[src/rtl/score_display.sv]
// Score keeper and multiplexed 4-digit seven-segment driver for the game.
// The optional high-score tracking is built only when SCORE_DISPLAY_HI_SCORE_EN is defined.
module score_display (
    input  logic        clk,
    input  logic        rst,
    input  logic        start,
    input  logic        game_over,
    input  logic        fast_mode,
    input  logic        score_tick,
    input  logic        fast_tick,
    input  logic        dp_tick,
    input  logic        blink_tick,
    output logic [1:0]  state,
    output logic [15:0] score_bcd,
    output logic [15:0] hi_bcd,
    output logic [3:0]  an,
    output logic [6:0]  seg
);

    localparam int DIGITS    = 4;
    localparam int SCORE_MAX = 9999;

    typedef enum logic [1:0] {
        ST_IDLE = 2'd0,
        ST_RUN  = 2'd1,
        ST_OVER = 2'd2
    } state_t;

    function automatic logic [15:0] to_bcd(input int value);
        logic [15:0] r;
        int          v;
        r = 16'h0000;
        v = value;
        for (int i = 0; i < DIGITS; i++) begin
            r[4*i +: 4] = 4'(v % 32'sd10);
            v           = v / 32'sd10;
        end
        return r;
    endfunction

    localparam logic [15:0] MAX_BCD = to_bcd(SCORE_MAX);

    // Ripple BCD increment; the saturated value holds.
    function automatic logic [15:0] bcd_inc(input logic [15:0] v);
        logic [15:0] r;
        logic        carry;
        r     = v;
        carry = 1'b1;
        if (v == MAX_BCD) begin
            r = v;
        end else begin
            for (int i = 0; i < DIGITS; i++) begin
                if (carry) begin
                    if (v[4*i +: 4] == 4'd9) begin
                        r[4*i +: 4] = 4'd0;
                    end else begin
                        r[4*i +: 4] = v[4*i +: 4] + 4'd1;
                        carry       = 1'b0;
                    end
                end else begin
                    r[4*i +: 4] = v[4*i +: 4];
                end
            end
        end
        return r;
    endfunction

    function automatic logic [6:0] seg_map(input logic [3:0] d);
        logic [6:0] s;
        case (d)
            4'd0:    s = 7'b1000000;
            4'd1:    s = 7'b1111001;
            4'd2:    s = 7'b0100100;
            4'd3:    s = 7'b0110000;
            4'd4:    s = 7'b0011001;
            4'd5:    s = 7'b0010010;
            4'd6:    s = 7'b0000010;
            4'd7:    s = 7'b1111000;
            4'd8:    s = 7'b0000000;
            4'd9:    s = 7'b0010000;
            default: s = 7'b1111111;
        endcase
        return s;
    endfunction

    state_t      state_r, state_s;
    logic [15:0] score_r, score_s;
`ifdef SCORE_DISPLAY_HI_SCORE_EN
    logic [15:0] hi_r, hi_s;
`endif
    logic [1:0]  idx_r, idx_s;
    logic [1:0]  show_r, show_s;
    logic        lit_r, lit_s;
    logic        blank_r, blank_s;
    logic [3:0]  an_r, an_s;
    logic [6:0]  seg_r, seg_s;
    logic        tick_s;
    logic [15:0] value_s;
    logic [3:0]  nibble_s;

    // Game phase sequencing and score / high-score update.
    always_comb begin
        tick_s  = fast_mode ? fast_tick : score_tick;
        state_s = state_r;
        score_s = score_r;
        blank_s = blank_r;
`ifdef SCORE_DISPLAY_HI_SCORE_EN
        hi_s    = hi_r;
`endif
        case (state_r)
            ST_IDLE: begin
                if (start) begin
                    state_s = ST_RUN;
                    score_s = 16'h0000;
                end else begin
                    state_s = ST_IDLE;
                end
            end
            ST_RUN: begin
                // game_over has priority over a coincident tick
                if (game_over) begin
                    state_s = ST_OVER;
`ifdef SCORE_DISPLAY_HI_SCORE_EN
                    if (score_r > hi_r) begin
                        hi_s = score_r;
                    end else begin
                        hi_s = hi_r;
                    end
`endif
                end else if (tick_s) begin
                    score_s = bcd_inc(score_r);
                end else begin
                    score_s = score_r;
                end
            end
            ST_OVER: begin
                if (start) begin
                    state_s = ST_RUN;
                    score_s = 16'h0000;
                    blank_s = 1'b0;
                end else if (blink_tick) begin
                    blank_s = ~blank_r;
                end else begin
                    blank_s = blank_r;
                end
            end
            default: begin
                state_s = ST_IDLE;
            end
        endcase
        if (state_s != ST_OVER) begin
            blank_s = 1'b0;
        end else begin
            blank_s = blank_s;
        end
    end

    // Digit scan and next display pattern, computed from post-edge state.
    always_comb begin
        if (dp_tick) begin
            idx_s  = idx_r + 2'd1;
            show_s = idx_r;
        end else begin
            idx_s  = idx_r;
            show_s = show_r;
        end
        lit_s = lit_r | dp_tick;
`ifdef SCORE_DISPLAY_HI_SCORE_EN
        value_s = (state_s == ST_IDLE) ? hi_s : score_s;
`else
        value_s = score_s;
`endif
        nibble_s = value_s[{show_s, 2'b00} +: 4];
        if (blank_s || !lit_s) begin
            an_s  = 4'b1111;
            seg_s = 7'b1111111;
        end else begin
            an_s  = ~(4'b0001 << show_s);
            seg_s = seg_map(nibble_s);
        end
    end

    // State, score and display registers with synchronous reset.
    always_ff @(posedge clk) begin
        if (rst) begin
            state_r <= ST_IDLE;
            score_r <= 16'h0000;
`ifdef SCORE_DISPLAY_HI_SCORE_EN
            hi_r    <= 16'h0000;
`endif
            idx_r   <= 2'd0;
            show_r  <= 2'd0;
            lit_r   <= 1'b0;
            blank_r <= 1'b0;
            an_r    <= 4'b1111;
            seg_r   <= 7'b1111111;
        end else begin
            state_r <= state_s;
            score_r <= score_s;
`ifdef SCORE_DISPLAY_HI_SCORE_EN
            hi_r    <= hi_s;
`endif
            idx_r   <= idx_s;
            show_r  <= show_s;
            lit_r   <= lit_s;
            blank_r <= blank_s;
            an_r    <= an_s;
            seg_r   <= seg_s;
        end
    end

    assign state     = state_r;
    assign score_bcd = score_r;
`ifdef SCORE_DISPLAY_HI_SCORE_EN
    assign hi_bcd    = hi_r;
`else
    assign hi_bcd    = 16'h0000;
`endif
    assign an        = an_r;
    assign seg       = seg_r;

endmodule

[config.mk]
export PLATFORM = sky130hd
export DESIGN_NAME = score_display
export DESIGN_NICKNAME = d
export VERILOG_FILES = /design/src/rtl/score_display.sv
export SDC_FILE = /design/constraint.sdc
export NUM_CORES = 1
export LEC_CHECK = 0
export BUFFER_PORTS_ARGS = -buffer_cell sky130_fd_sc_hd__buf_2
export CORE_AREA = 8 8 74 76
export DETAILED_ROUTE_END_ITERATION = 12
export DIE_AREA = 0 0 82 84
export GPL_TIMING_DRIVEN = 0
export PLACE_DENSITY = 0.74
export SLEW_MARGIN = 0
export SYNTH_ARGS = -nofsm -noshare
export SYNTH_HDL_FRONTEND = slang
export SYNTH_SLANG_ARGS = --single-unit
[constraint.sdc]
create_clock -name clk -period 8.8 [get_ports clk]
set_clock_uncertainty 0.2 [all_clocks]
set_input_delay 0.88 -clock clk [delete_from_list [all_inputs] [get_ports clk]]
set_output_delay 0.88 -clock clk [all_outputs]
set_load 0.01 [all_outputs]
## Yosys cells after proc, flatten, opt, wreduce, memory -nomap -nowiden

Memory sizes are Yosys's and may differ from the RTL's. A register that Yosys moved wholly into a read port is not among the register bits.
Cells that the tools add are included.

| word-level totals | value |
|---|---|
| bits in registers | 28 |
| memory bits (read-only) | 112 |
| output and inout bits | 45 |
| logic and storage cells | 70 |
| memories | 1 |

Memory list:

| memory | words | width | read ports | clocked after Yosys merged registers in | wr ports | RTL line | source |
|---|---|---|---|---|---|---|---|
| (name not given) | 16 | 7 | 1 | 1 | 0 | 70 | `case (d)` |

| cells by class | value |
|---|---|
| $add $sub $neg | 5 |
| equality and inequality tests | 8 |
| shifts and indexed selects | 2 |
| multiplexer cells | 39 |
| bitwise gates (word level) | 3 |
| reduce and logical (&&, ||, !) cells | 5 |

Operators by type and width:

| operator | count |
|---|---|
| 16-bit 2-to-1 mux | 4 |
| 16-bit case mux with 2 select lines | 1 |
| 4-bit 2-to-1 mux | 7 |
| 1-bit 2-to-1 mux | 23 |
| 4-bit by 1-bit adder with 4-bit output (second input constant) | 4 |
| 16-bit equality test (second input constant) | 1 |
| 4-bit equality test (second input constant) | 4 |
| 16-bit by 5-bit indexed part select with 4-bit output | 1 |
| 2-bit 2-to-1 mux | 3 |
| 2-bit case mux with 3 select lines | 1 |
| 4-bit NOT | 1 |
| 2-bit OR reduction | 2 |
| 1-bit by 2-bit left shift with 4-bit output (first input constant) | 1 |
| 2-bit by 1-bit adder with 2-bit output (second input constant) | 1 |
| 2-bit by 1-bit equality test with 1-bit output (second input constant) | 1 |
| 2-bit equality test (second input constant) | 1 |
| 2-bit zero test | 1 |
| 2-bit != test (second input constant) | 1 |
| 1-bit zero test | 1 |
| 1-bit logical OR | 1 |
| 1-bit NOT | 1 |
| 1-bit OR | 1 |

## Longest topological paths before layout

Gate-level depths: netlist of run 1.

| depth | value |
|---|---|
| depth after elaboration | 22 |
| mapped depth | 14 |
| depth with buffers taken out | 13 |

## Least setup slack after synthesis of run 1

No wires, ideal clock.

| timing path | value |
|---|---|
| kind | input-to-reg |
| start point | input port game_over |
| end point | register seg_r[4] (netlist: seg[4]) |
| library setup time | 78 ps |
| data arrival time | 3,605 ps |
| data required time | 8,522 ps |
| path slack | 4,917 ps |
| stages | 11 |
| buffers on the path | 1 |
| cells stage by stage | or3b_4 -> or4_4 -> clkbuf_1 -> or3_1 -> nand2_1 -> mux2i_1 -> o21ai_1 -> inv_1 -> ha_1 -> mux2_4 -> a32oi_1 |

| between the ends | value |
|---|---|
| longest elaborated chain between the ends | 6 |
| elaborated cells between the ends (all ways) | 9 |
| those cells by class | eq/ne: 1; shift: 1; mux: 5; reduce/logical: 2 |

Ends and longest elaborated chain:

| what | RTL line | source |
|---|---|---|
| start: declaration | 7 | `input logic game_over,` |
| branches (longest 6 deep; another with 16-bit 2-to-1 mux) | - |  |
| end: declaration | 96 | `logic [6:0] seg_r, seg_s;` |

Parallel ways; which one is timed is not known.
A chain may end at the register's enable or synchronous reset.

## Worst setup path in the final report of run 1

Same ends and word-level chain as after synthesis.

==> impl_results.md, run 1 <==
- GRT Total Usage: 0.159
- Post-synthesis sequential area ratio: 0.334
- Die W: 82 um
- Worst skew pair latency: 290 ps
- Status: finished clean
- Detailed Route Iter0 Violations: 141
- Main area contributors after synthesis: dfxtp_1 33%, ha_1 7.7%, buf_4 5.7%, nor2_1 5.0%, a21oi_1 4.8%
- Final net count: 330
- Worst-margin pin slew: 935 ps
- TritonCTS clock tree: done
- CP Data Arrival Time: 4110 ps
- Post-CTS Repair Setup Buffers: 0
- Vias: 1994
- Port bufs: 36
- Hold depth: 2
- Final weighted congestion in routability-driven placement: 0.883
- Average wire per standard cell: 15.0 um
- Starting density of the core: 0.492
- Post-Route WL: 5400 um
- Post-Syn Instances: 250
- Synthesized area: 2100 um^2
- Clk sink count: 35
- Layout Cells excl Fill: 361
- Max-Slew Margin vs Limit: 0.371
- EDFF count, synth: 0
- Fin. Hold Viols: 0
- Max IR drop VDD: 68.5 uV
- Warnings, synthesis: 0
- Final-layout fill cell count: 405
- Post-route ant nets: 0
- Share of the synthesized area in the top cell type: 0.334
- P&R area growth vs syn: 19.7%
- TritonCTS Buffers: 5
- First-pass GRT wire length: 8890 um
- DR DRC count: 0
- Worst Path Required: 8820 ps
- IO Pins: 54
- Largest net degree at the start of global routing: 13
- Ys flop type: dfxtp_1
- Final setup TNS: 0 ps
- DRT Pass-1 Iters: 4
- Class of the worst hold path: reg -> reg
- Crit start category: primary input
- Worst R2R Path Depth: 11
- Mean area per synthesized cell: 8.40 um^2
- Dpl hpwl: 4040 um
- PwrDens: 151 nW/um^2
- Initial antenna violation count: 0
- Most frequent cells in the layout: 36 x buf_2, 35 x dfxtp_1, 28 x nor2_1, 20 x a21oi_1
- Cts hold-fix bufs: 0
- Vias in the first global route: 1966
- GRT Residual Overflow: 0
- Setup crit end kind: flip-flop
- Worst R2R Setup Slack: 4850 ps
- Synth Register Bits: 35
- Std cell rows: 24
- Fmax: 245 MHz
- Tmin final: 4090 ps
- Leak: 1.09 nW
- Reg clk slew, reported paths: 80 ps
- Core area: 4260 um^2
- N_diodes: 0
- Area of the die: 6890 um^2
- DP Cell Count: 353
- Routed vias/inst: 5.52
- RSZ-0062 raised after global routing: no
- Setup CP Type: in -> reg
- Cell variety after synth: 53
- Htree depth: 2
- Tcrit/Tclk final: 0.464
- Setup violations, final: 0
- Commonest non-fill, non-tap cell in the layout: buf_2
- CTS Root Cell: clkbuf_8
- Ys async rst share: 0
- Pins over their slew limit: 0
- Layout cell share with drive strength beyond 1: 0.230
- Area leader, netlist: dfxtp_1
- Max-Cap Viols: 0
- Chip Height: 84 um
- Post-CTS Resized: 0
- Critical-path maximum fanout: 10
- CTS max path bufs: 2
kinds of logic after synthesis:
family	Yosys count	share of synthesized area
and+or+nand+nor	88	0.228
AOI/OAI and AO/OA	64	0.206
buffers and inverters	37	0.0948
DFF	35	0.334
adders and majority gates	13	0.0775
muxes	8	0.0423
xor gates and xnor gates	4	0.0167
other	1	0.00179
flip-flops by register name (all words and copies together) (netlist names):
| register | flops |
|---|---|
| seg | 7 |
| score_bcd | 16 |
| lit_r | 1 |
| blank_r | 1 |
| state | 2 |
| show_r | 2 |
| idx_r | 2 |
| an | 4 |
worst max-delay path, stage by stage:
cell and delay (ps):
buf_2 130, or3b_4 410, or4_4 560, clkbuf_1 220, or3_1 400, nand2_1 90, mux2i_1 70, o21ai_1 490
inv_1 180, ha_1 260, mux2_4 270, a32oi_1 150
report_power, final:
part	switching, mW	leakage (nW)	internal [mW]
sequential	0.00293	0.286	0.165
combinational	0.0379	0.748	0.0264
clock	0.0640	0.0581	0.0844
final timing paths:
kind / from / to
hold / removal: lit_r / lit_r
setup reg to reg: score_bcd[0] / seg[4]
hold reg to reg: lit_r / lit_r
setup / recovery: game_over / seg[4]
synth_stat cells, types with 2 or more instances:
cell / instances
nand2_1: 10
buf_4: 16
nand2b_1: 3
xnor2_1: 3
o311a_1: 2
o31ai_1: 3
ha_1: 13
nor3b_1: 2
o21a_1: 4
a311oi_1: 2
a21boi_0: 2
o211ai_1: 6
nor2b_1: 3
nand3b_1: 4
nor3_1: 8
nor2_1: 28
and3b_1: 2
a32oi_1: 6
mux2i_1: 4
inv_1: 12
nor4_1: 4
a21oi_1: 20
mux2_2: 3
o21ai_0: 9
clkbuf_1: 9
or3_1: 4
nand3_1: 7
nand4_1: 2
dfxtp_1: 35
metal layers:
metal / part of all wire / vias to the layer above / GRT usage
li1: - / 988 / -
met1: 0.45 / 933 / 0.193
met2: 0.46 / 59 / 0.251
met3: 0.065 / 14 / 0.0420
met4: 0.023 / 0 / 0.0687
met5: 0 / - / 0
through the flow:
| step | worst slack [ps] | total power, mW | utilization | instance area, um^2 | hold WS [ps] |
|---|---|---|---|---|---|
| after floorplan | 4920 | 0.217 | - | 2160 | 247 |
| after global placement | 4470 | 0.234 | 0.563 | 2400 | 266 |
| after detailed placement | 4430 | 0.235 | 0.563 | 2400 | 276 |
| after CTS | 4740 | 0.381 | 0.589 | 2510 | 289 |
| after global routing | 4550 | 0.397 | 0.589 | 2510 | 313 |
| final | 4710 | 0.381 | 0.589 | 2510 | 281 |
area by class of cell:
class,count,area (um^2),share of cell area
multi-input combinational,193,1260,0.500
sequential,35,701,0.279
timing repair buffer,36,180,0.0717
buffer,25,154,0.0612
clock buffer,5,68.8,0.0274
tap,52,65.1,0.0259
inverter,12,45.0,0.0179
clock inverter,3,43.8,0.0174
No activity file was read; power rests on OpenSTA's default activity.
==> run 2, diff against run 1 <==
==> constraint.sdc (replaced) <==
create_clock -name clk -period 4.02 [get_ports clk]
set_clock_uncertainty 0.2 [all_clocks]
set_input_delay 0.402 -clock clk [delete_from_list [all_inputs] [get_ports clk]]
set_output_delay 0.402 -clock clk [all_outputs]
set_load 0.01 [all_outputs]
==> impl_results.md, run 2 (synthesized netlist as in run 1, its figures left out) <==
- CP Data Arrival Time: 3770 ps
- Tmin final: 3740 ps
- Fin. Hold Viols: 0
- GRT Residual Overflow: 0
- Crit. Startpoint: score_bcd[0]
- Layout cell share with drive strength beyond 1: 0.233
- Final setup TNS: 0 ps
- Clk sink count: 35
- First-pass GRT wire length: 8890 um
- Routed vias/inst: 5.55
- TritonCTS Buffers: 5
- Post-Route WL: 5410 um
- Final net count: 330
- Worst skew pair latency: 300 ps
- Worst-margin pin slew: 931 ps
- Fmax: 267 MHz
- Class of the worst hold path: in -> reg
- Placed Area: 2400 um^2
- DR DRC count: 0
- Pins over their slew limit: 0
- Critical path's most frequent cell: ha_1
- Critical-path maximum fanout: 8
- CP cell instances: ha_1, nand3b_1, nor4_1, o311ai_0, o21ai_0, mux2i_1, o21ai_2, inv_1, ha_1, mux2_4, a32oi_1
- Commonest non-fill, non-tap cell in the layout: buf_2
- CTS max path bufs: 2
- FF-to-FF Start: score_bcd[0]
- Max reg flops: 16
- N_diodes: 0
- Final instance area: 2520 um^2
- Largest net degree at the start of global routing: 13
- Worst setup margin: 279 ps
- Most frequent cells in the layout: 36 x buf_2, 35 x dfxtp_1, 28 x nor2_1, 20 x a21oi_1
- CP peak stage delay: 880 ps
- Starting density of the core: 0.492
- TritonCTS clock tree: done
- Post-CTS Repair Setup Buffers: 0
- CP max stage cell: nor4_1
- Htree depth: 2
- Std cell rows: 24
- P&R area growth vs syn: 19.9%
- DRT Pass-1 Iters: 4
- Status: finished clean
- Max-Slew Margin vs Limit: 0.374
- Layout Cells excl Fill: 361
- PwrDens: 332 nW/um^2
- Max IR drop VDD: 150 uV
- Initial antenna violation count: 0
- Reg clk slew, reported paths: 80 ps
- RSZ-0062 raised after global routing: no
- Vias in the first global route: 1966
- Area of the die: 6890 um^2
- DP Cell Count: 353
- Core area: 4260 um^2
- Final-layout fill cell count: 406
- Leak: 1.09 nW
- Die W: 82 um
- Dpl hpwl: 4040 um
- Hold depth: 2
- Worst R2R Path Depth: 11
- GRT Total Usage: 0.159
- CTS Root Cell: clkbuf_8
- Average wire per standard cell: 15.0 um
- Chip Height: 84 um
- Post-route ant nets: 0
- Final weighted congestion in routability-driven placement: 0.883
- Worst Path Required: 4040 ps
- Detailed Route Iter0 Violations: 140
- Setup CP Type: reg -> reg
- Tcrit/Tclk final: 0.931
- Max-Cap Viols: 0
- Port bufs: 36
- Crit start category: flip-flop
- IO Pins: 54
- HP Start: rst
- Vias: 2005
- Setup crit end kind: flip-flop
- Setup violations, final: 0
- DP Worst Slack: 129 ps
==> run 2: cell counts in the layout (fill, tap and decap cells not counted) <==
No cell type changed its count.
==> run 2: path summary, 6_finish.rpt <==
check                      end  slack [ps]
setup / recovery        seg[4]         280
hold / removal    score_bcd[5]         140
setup reg to reg        seg[4]         280
hold reg to reg          lit_r         280
==> run 2: power by group <==
| part | switching [mW] | internal (mW) |
|---|---|---|
| Sequential | 0.00640 | 0.361 |
| Combinational | 0.0831 | 0.0578 |
| Clock | 0.142 | 0.185 |
| Total | 0.231 | 0.604 |
==> run 2: through the flow <==
| stage | power, mW | hold WS (ps) | utilization |
|---|---|---|---|
| after floorplan | 0.475 | 247 | - |
| after global placement | 0.512 | 266 | 0.563 |
| after detailed placement | 0.514 | 276 | 0.563 |
| after CTS | 0.833 | 147 | 0.589 |
| after global routing | 0.870 | 158 | 0.590 |
| final | 0.835 | 145 | 0.590 |
==> run 2: final cells by class <==
type	count	area, um^2	area share
timing repair buffer	36	180	0.0716
buffer	25	154	0.0611
inverter	12	45.0	0.0179
clock inverter	3	43.8	0.0174
multi-input combinational	193	1260	0.500
clock buffer	5	68.8	0.0273
tap	52	65.1	0.0258
sequential	35	701	0.278
==> run 2: metal layers <==
metal / wire length [um] / track usage / vias up
met2: 2490 / 0.251 / 77
met3: 417 / 0.0420 / 12
met1: 2380 / 0.193 / 927
met5: 0 / 0 / -
li1: - / - / 989
met4: 124 / 0.0687 / 0
==> run 2: timing repair <==
| item | in CTS | in global routing |
|---|---|---|
| hold buffers | 0 | 0 |
| setup endpoints to repair | 0 | 3 |
| resized for setup | 0 | 1 |
==> run 2: critical path: cells and delay by family (launching register included) <==
family | cells | cell delay [ps]
compound gates | 4 | 860
buf+inv | 1 | 150
simple gates | 2 | 1130
fa+ha+maj | 2 | 470
mux | 2 | 410
flops | 1 | 470
